===== src/rtl/regwrite_port_arbiter_if.sv =====
// Signal bundle between the two writeback requesters and the register-file write port.
// The arbiter uses the slave modport; the requester side uses master.
interface regwrite_port_arbiter_if #(
  parameter int unsigned DATA_W = 32,
  parameter int unsigned ADDR_W = 5
);
  logic              v0;
  logic [ADDR_W-1:0] rt0;
  logic [ADDR_W-1:0] rd0;
  logic [1:0]        dsel0;
  logic [DATA_W-1:0] data0;
  logic              rdy0;

  logic              v1;
  logic [ADDR_W-1:0] addr1;
  logic [DATA_W-1:0] data1;
  logic              rdy1;

  logic              rf_we;
  logic [ADDR_W-1:0] rf_waddr;
  logic [DATA_W-1:0] rf_wdata;
  logic [1:0]        grant;

  modport master (
    output v0, rt0, rd0, dsel0, data0, v1, addr1, data1,
    input  rdy0, rdy1, rf_we, rf_waddr, rf_wdata, grant
  );

  modport slave (
    input  v0, rt0, rd0, dsel0, data0, v1, addr1, data1,
    output rdy0, rdy1, rf_we, rf_waddr, rf_wdata, grant
  );
endinterface


===== src/rtl/regwrite_port_arbiter.sv =====
// Arbitrates the single register-file write port between core writeback (port 0) and mult/div (port 1).
// Define REGWRITE_FAIR_EN to add the anti-starvation FSM; otherwise port 0 has strict priority.
module regwrite_port_arbiter #(
  parameter int unsigned DATA_W   = 32,
  parameter int unsigned ADDR_W   = 5,
  parameter int unsigned MAX_WAIT = 4
) (
  input logic                    clk,
  input logic                    rst_n,
  regwrite_port_arbiter_if.slave port_io
);

  if (MAX_WAIT < 1) begin : gen_max_wait_check
    $error("MAX_WAIT must be at least 1");
  end

  logic              rdy0, rdy1;
  logic              xfer0, xfer1;
  logic [ADDR_W-1:0] dest0;

  logic              rf_we_q, rf_we_d;
  logic [ADDR_W-1:0] rf_waddr_q, rf_waddr_d;
  logic [DATA_W-1:0] rf_wdata_q, rf_wdata_d;
  logic [1:0]        grant_q, grant_d;

  always_comb begin
    case (port_io.dsel0)
      2'b01:   dest0 = port_io.rd0;
      2'b10:   dest0 = ADDR_W'(31);
      default: dest0 = port_io.rt0;
    endcase
  end

`ifdef REGWRITE_FAIR_EN
  localparam logic [0:0] S_P0 = 1'b0;
  localparam logic [0:0] S_P1 = 1'b1;
  localparam int unsigned CntW = $clog2(MAX_WAIT + 1);

  logic [0:0]      state_q, state_d;
  logic [CntW-1:0] wait_cnt_q, wait_cnt_d;

  // Ready is forced low during reset so a pending request is retried afterwards.
  always_comb begin
    rdy0 = 1'b0;
    rdy1 = 1'b0;
    if (rst_n) begin
      if (state_q == S_P1) begin
        rdy1 = port_io.v1;
        rdy0 = port_io.v0 & ~port_io.v1;
      end else begin
        rdy0 = port_io.v0;
        rdy1 = port_io.v1 & ~port_io.v0;
      end
    end
  end

  always_comb begin
    state_d    = state_q;
    wait_cnt_d = wait_cnt_q;
    if (!port_io.v1 || rdy1) begin
      wait_cnt_d = '0;
    end else if (wait_cnt_q != CntW'(MAX_WAIT)) begin
      wait_cnt_d = wait_cnt_q + 1'b1;
    end
    case (state_q)
      S_P0: begin
        if (port_io.v1 && !rdy1 && (wait_cnt_q == CntW'(MAX_WAIT - 1))) state_d = S_P1;
      end
      S_P1: begin
        if (!port_io.v1 || rdy1) state_d = S_P0;
      end
      default: state_d = S_P0;
    endcase
  end

  always_ff @(posedge clk) begin
    if (!rst_n) begin
      state_q    <= S_P0;
      wait_cnt_q <= '0;
    end else begin
      state_q    <= state_d;
      wait_cnt_q <= wait_cnt_d;
    end
  end
`else
  always_comb begin
    rdy0 = rst_n & port_io.v0;
    rdy1 = rst_n & port_io.v1 & ~port_io.v0;
  end
`endif

  assign xfer0 = port_io.v0 & rdy0;
  assign xfer1 = port_io.v1 & rdy1;

  // Address/data follow the winner even for $0; only the write enable is suppressed.
  always_comb begin
    rf_we_d    = 1'b0;
    rf_waddr_d = rf_waddr_q;
    rf_wdata_d = rf_wdata_q;
    grant_d    = 2'b00;
    if (xfer0) begin
      rf_we_d    = (dest0 != '0);
      rf_waddr_d = dest0;
      rf_wdata_d = port_io.data0;
      grant_d    = 2'b01;
    end else if (xfer1) begin
      rf_we_d    = (port_io.addr1 != '0);
      rf_waddr_d = port_io.addr1;
      rf_wdata_d = port_io.data1;
      grant_d    = 2'b10;
    end
  end

  always_ff @(posedge clk) begin
    if (!rst_n) begin
      rf_we_q    <= 1'b0;
      rf_waddr_q <= '0;
      rf_wdata_q <= '0;
      grant_q    <= 2'b00;
    end else begin
      rf_we_q    <= rf_we_d;
      rf_waddr_q <= rf_waddr_d;
      rf_wdata_q <= rf_wdata_d;
      grant_q    <= grant_d;
    end
  end

  assign port_io.rdy0     = rdy0;
  assign port_io.rdy1     = rdy1;
  assign port_io.rf_we    = rf_we_q;
  assign port_io.rf_waddr = rf_waddr_q;
  assign port_io.rf_wdata = rf_wdata_q;
  assign port_io.grant    = grant_q;

endmodule


===== src/flat_wrapper.sv =====
// flat-port wrapper written by rule: the top's interface ports become plain ports
module regwrite_port_arbiter_flat 
#(
  parameter int unsigned DATA_W   = 32,
  parameter int unsigned ADDR_W   = 5,
  parameter int unsigned MAX_WAIT = 4
)
  (clk, rst_n, port_io_v0, port_io_rt0, port_io_rd0, port_io_dsel0, port_io_data0, port_io_v1, port_io_addr1, port_io_data1, port_io_rdy0, port_io_rdy1, port_io_rf_we, port_io_rf_waddr, port_io_rf_wdata, port_io_grant);
  regwrite_port_arbiter_if #(.DATA_W(DATA_W), .ADDR_W(ADDR_W)) port_io_i ();
  input logic clk;
  input logic rst_n;
  input wire logic [$bits(port_io_i.v0)-1:0] port_io_v0;
  input wire logic [$bits(port_io_i.rt0)-1:0] port_io_rt0;
  input wire logic [$bits(port_io_i.rd0)-1:0] port_io_rd0;
  input wire logic [$bits(port_io_i.dsel0)-1:0] port_io_dsel0;
  input wire logic [$bits(port_io_i.data0)-1:0] port_io_data0;
  input wire logic [$bits(port_io_i.v1)-1:0] port_io_v1;
  input wire logic [$bits(port_io_i.addr1)-1:0] port_io_addr1;
  input wire logic [$bits(port_io_i.data1)-1:0] port_io_data1;
  output wire logic [$bits(port_io_i.rdy0)-1:0] port_io_rdy0;
  output wire logic [$bits(port_io_i.rdy1)-1:0] port_io_rdy1;
  output wire logic [$bits(port_io_i.rf_we)-1:0] port_io_rf_we;
  output wire logic [$bits(port_io_i.rf_waddr)-1:0] port_io_rf_waddr;
  output wire logic [$bits(port_io_i.rf_wdata)-1:0] port_io_rf_wdata;
  output wire logic [$bits(port_io_i.grant)-1:0] port_io_grant;
  assign port_io_i.v0 = port_io_v0;
  assign port_io_i.rt0 = port_io_rt0;
  assign port_io_i.rd0 = port_io_rd0;
  assign port_io_i.dsel0 = port_io_dsel0;
  assign port_io_i.data0 = port_io_data0;
  assign port_io_i.v1 = port_io_v1;
  assign port_io_i.addr1 = port_io_addr1;
  assign port_io_i.data1 = port_io_data1;
  assign port_io_rdy0 = port_io_i.rdy0;
  assign port_io_rdy1 = port_io_i.rdy1;
  assign port_io_rf_we = port_io_i.rf_we;
  assign port_io_rf_waddr = port_io_i.rf_waddr;
  assign port_io_rf_wdata = port_io_i.rf_wdata;
  assign port_io_grant = port_io_i.grant;
  regwrite_port_arbiter #(.DATA_W(DATA_W), .ADDR_W(ADDR_W), .MAX_WAIT(MAX_WAIT)) u_core (.clk(clk), .rst_n(rst_n), .port_io(port_io_i));
endmodule

===== config.mk =====
export PLATFORM = sky130hd
export DESIGN_NAME = regwrite_port_arbiter_flat
export DESIGN_NICKNAME = d
export VERILOG_FILES = /design/src/rtl/regwrite_port_arbiter_if.sv /design/src/rtl/regwrite_port_arbiter.sv /design/src/flat_wrapper.sv
export SDC_FILE = /design/constraint.sdc
export NUM_CORES = 1
export LEC_CHECK = 0
export BUFFER_PORTS_ARGS = -buffer_cell sky130_fd_sc_hd__buf_2
export CORE_UTILIZATION = 45
export DETAILED_ROUTE_END_ITERATION = 8
export GPL_TIMING_DRIVEN = 0
export PLACE_DENSITY_LB_ADDON = 0.15
export SLEW_MARGIN = 10
export SYNTH_ARGS = -nofsm -noshare
export SYNTH_HDL_FRONTEND = slang
export SYNTH_SLANG_ARGS = --single-unit

===== constraint.sdc =====
create_clock -name clk -period 2.4 [get_ports clk]
set_input_delay 0.48 -clock clk [delete_from_list [all_inputs] [get_ports clk]]
set_output_delay 0.48 -clock clk [all_outputs]
set_load 0.02 [all_outputs]

# [Word level (Yosys, flattened, before mapping)]
# Index checks and enable logic that the tools add are counted.
[op_classes] eq_ne=2 n_mux=9 n_bitwise=7 n_reduce_logical=4
[ops] operator="2-to-1 mux 32 bit" count=2
[ops] operator="2-to-1 mux 5 bit" count=2
[ops] operator="one-hot mux 5 bit (2 select lines)" count=1
[ops] operator="nonzero test 5 bit" count=2
[ops] operator="bitwise AND 1 bit" count=5
[ops] operator="2-to-1 mux 1 bit" count=3
[ops] operator="== test 2 x 1 -> 1 bit (second input constant)" count=1
[ops] operator="== test 2 bit (second input constant)" count=1
[ops] operator="2-to-1 mux 2 bit" count=1
[ops] operator="inverter 1 bit" count=2
[ops] operator="nonzero test 2 bit" count=1
[ops] operator="OR reduction 2 bit" count=1
[totals] register_bits=40 in_bits=85 output_inout_bits=42 wordCells=27

# [Depth between registers and ports, before layout]
[depth] ltp_word=5 ltp_mapped=6 mapped_depth_nobuf=6

# [Least setup slack after synthesis]
# Ideal clock, no wire load.
[synth_timing] path_type="input to register" from="input port_io_dsel0[0]" to="register u_core.rf_we_q, in the netlist u_core.port_io.rf_we" setup_ns=0.122 arrival_ns=1.628 required_time_ns=2.278 path_slack_ns=0.651 cell_stages=6 path_buffers=0 path_cell_list="inv_1 -> ha_1 -> or2_4 -> o22ai_1 -> nand4_1 -> a221o_1"
[synth_between] elab_chain_len=4 elab_cells_between_ends=5 cone_classes="eq/ne (2); mux (2); reduce/logical (1)"
[synth_rtl] item="start: declaration" line="flat_wrapper.sv:15" source="input wire logic [$bits(port_io_i.dsel0)-1:0] port_io_dsel0;"
[synth_rtl] item="== test 2 bit or == test 2 x 1 -> 1 bit (tied branches)" line="regwrite_port_arbiter.sv:27" source="case (port_io.dsel0)"
[synth_rtl] item="one-hot mux 5 bit (2 select lines) *" line="regwrite_port_arbiter.sv:27"
[synth_rtl] item="nonzero test 5 bit *" line="regwrite_port_arbiter.sv:102" source="rf_we_d = (dest0 != '0);"
[synth_rtl] item="2-to-1 mux 1 bit *" line="regwrite_port_arbiter.sv:101" source="if (xfer0) begin"
[synth_rtl] item="end signal: assignment" line="regwrite_port_arbiter.sv:121" source="rf_we_q <= rf_we_d;"
[synth_rtl] item="end: declaration" line="regwrite_port_arbiter.sv:21" source="logic rf_we_q, rf_we_d;"
# Mark *: on every way between the ends. The rest lies on a longest branch, timed or not.
# A chain may end at the register's enable or synchronous reset.

# [Worst setup path in the final report]
# Same ends and word-level chain as after synthesis.

==> impl_results.md <==
- # fillers: 390
- # IOs: 127
- Busiest grt layer: met2
- Slowest CP cell: a221o_1
- Inserted Diodes: 0
- Worst EP arrival: 1860 ps
- Outcome: completed
- Ys flop type: dfxtp_1
- Initial DRT Pass Iterations: 3
- CP startpoint kind: input port
- RSZ-0062 raised after global routing: false
- Crit Path Max Fanout: 5
- Hpwl dp: 3900 um
- Layout cells sized above 1: 40.8%
- Share of Yosys cell area claimed by the top area cell type: 40.6%
- Detail-routed via count per cell: 4.88
- Drt drc: 0
- Max-Cap Viols: 0
- Mapped Area: 1970 sq um
- Final hold vios: 0
- Post-CTS Setup Bufs: 0
- Num CTS Buffers: 5
- Final net count: 446
- Hold crit path type: in2reg
- Syn Nets: 314
- Max-slew headroom: 69.7%
- Cts repair resizes: 0
- Die H: 68.2 um
- Sink Count: 40
- Fmax: 0.594 GHz
- Largest cells by area after synthesis: dfxtp_1, mux2i_1, and2_1
- Clk_lat worst skew: 280 ps
- Ys async rst share: 0%
- GR Util met3: 4.83%
- Placed instance count: 402
- Pwr Total: 0.00155 W
- Worst EP required: 2580 ps
- Synth Warn #: 0
- Reg2Reg Setup Slack: 1530 ps
- Max incr delay on CP: 360 ps
- Pin count of the biggest net entering global routing: 13
- Total grt overflow: 0
- Longest Clk Path Bufs: 2
- Most area-hungry cell type in the Yosys netlist: dfxtp_1
- Clock skew: 0 ps
- DR WL/cell: 12.3 um
- CTS Hold Bufs: 0
- Minimum clock period: 1680 ps
- H-tree level count: 2
- Post-synth EDFFs: 0
- Core Footprint: 4120 sq um
- Full die area: 4660 sq um
- Slew @ Worst Pin: 455 ps
- Total wire length: 5050 um
- IO Port Bufs: 125
- Crit Path Category: in2reg
- P&R area growth vs syn: 39.5%
- RR Startpoint: u_core.port_io.rf_waddr[3]
- Global-route wire length before repair: 7510 um
- Initial Util: 48.0%
- Iteration-0 DRC Markers: 91
- WHS: 472 ps
- Worst R2R Path Depth: 2
- Setup TNS: 0 ps
- Seq/Total Area, Yosys: 40.6%
- Vias in the first global route: 1777
- Final ANT Viol Nets: 0
- Leak: 1.50 nW
- Hold path endpoint: u_core.port_io.grant[1]
- Via count: 2000
- Most frequent cell after synthesis: dfxtp_1
- Routability congestion estimate: 0.786
- Post-synthesis cell type count: 25
- Cell Rows: 23
- GRT Resource Usage Total: 21.5%
- Initial antenna violation count: 0
- FF-to-FF End: u_core.port_io.rf_waddr[3]
- IR drop worst, VDD: 0.319 mV
- Commonest cells post-synth: dfxtp_1, nand2_1, and2_1
- Fin crit share: 70.1%
- PD cells: 561 nW/um^2
- Non-filler cells, final: 410
- Final setup viols: 0
- Die width: 68.2 um
- M1 GR Usage: 23.7%
- FF+latch count, synth: 40
- Final Max Tran Viols: 0
- Mean Syn Cell Area: 8.70 sq um
- HP Start: rst_n
- Clock transition at path regs: 80 ps
- CP endpoint kind: register
- Critical-path cell list: buf_2, inv_1, ha_1, or2_4, o22ai_1, nand4_1, a221o_1
- Met2 usage: 40.0%
- Root buffer cell: clkbuf_8
- Hold Path Depth: 3
- Cell count after synthesis: 227
- CTS tree: done
metal layers:
metal	up-vias	wire length, um
met4	0	44
met3	5	272
met5	-	0
met1	898	2190
li1	1027	-
met2	70	2550
worst max path at each step:
stage / from / to / cells past startpoint
after floorplan: port_io_dsel0[0] / u_core.port_io.rf_we / 6
after global placement: port_io_dsel0[0] / u_core.port_io.rf_we / 7
after detailed placement: port_io_dsel0[0] / u_core.port_io.rf_we / 7
after CTS: port_io_v1 / port_io_rdy1 / 5
after global routing: port_io_dsel0[0] / u_core.port_io.rf_we / 7
final: port_io_dsel0[0] / u_core.port_io.rf_we / 7
registers in the layout, indices dropped and copies added, names as in the netlist:
| register | flops |
|---|---|
| u_core.port_io.rf_wdata | 32 |
| u_core.port_io.rf_waddr | 5 |
| u_core.port_io.grant | 2 |
| u_core.port_io.rf_we | 1 |
kinds of logic after synthesis:
logic type	after synthesis	share of synthesized area, %
fa+ha+maj	2	1.27
compound gates	45	13.2
simple gates	84	21.4
buf+inv	20	5.07
mux	36	18.5
flops	40	40.6
cell usage in the layout, fill, tap and decap left out, drive strengths merged:
master,Yosys,layout
o21ai,33,33
o311a,1,1
nor2b,1,1
inv,3,3
nor2,4,4
clkinv,0,2
nand2,38,38
a21oi,1,1
a221o,1,1
buf,8,133
and2,38,38
mux2i,32,32
ha,2,2
o211a,4,4
dfxtp,40,40
nand4,1,1
or2,1,1
mux2,4,4
clkbuf,9,15
nor3,1,1
o22ai,5,5
per-stage QoR:
stage	setup WS (ps)	instance area [sq um]	util [%]
3_3_place_gp	451	2660	64.7
2_1_floorplan	651	1970	-
3_5_place_dp	414	2660	64.7
5_1_grt	570	2760	67.0
6_report	717	2760	67.0
4_1_cts	714	2760	67.0
layout make-up:
type                    instances  area, sq um  area share [%]
clock buffers                   6         82.6            3.00
repair buffers                125          626            22.7
plain buffers                  17         88.8            3.22
flip-flops and latches         40          801            29.1
inverters                       3         11.3           0.409
multi-input cells             167         1070            39.0
clock inverters                 2         10.0           0.363
well taps                      50         62.6            2.27
power by group:
| part | switching, W | internal (W) |
|---|---|---|
| Sequential | 0.0000208 | 0.000710 |
| Clock | 0.000224 | 0.000229 |
| Combinational | 0.000193 | 0.000171 |
worst max-delay path, delay by kind of cell:
kind / cells / cell delay, ps
and+or+nand+nor: 2 / 410
adders and majority gates: 1 / 300
AOI/OAI and AO/OA: 2 / 550
buffers and inverters: 2 / 130
Power figures use the tool's default switching activity.
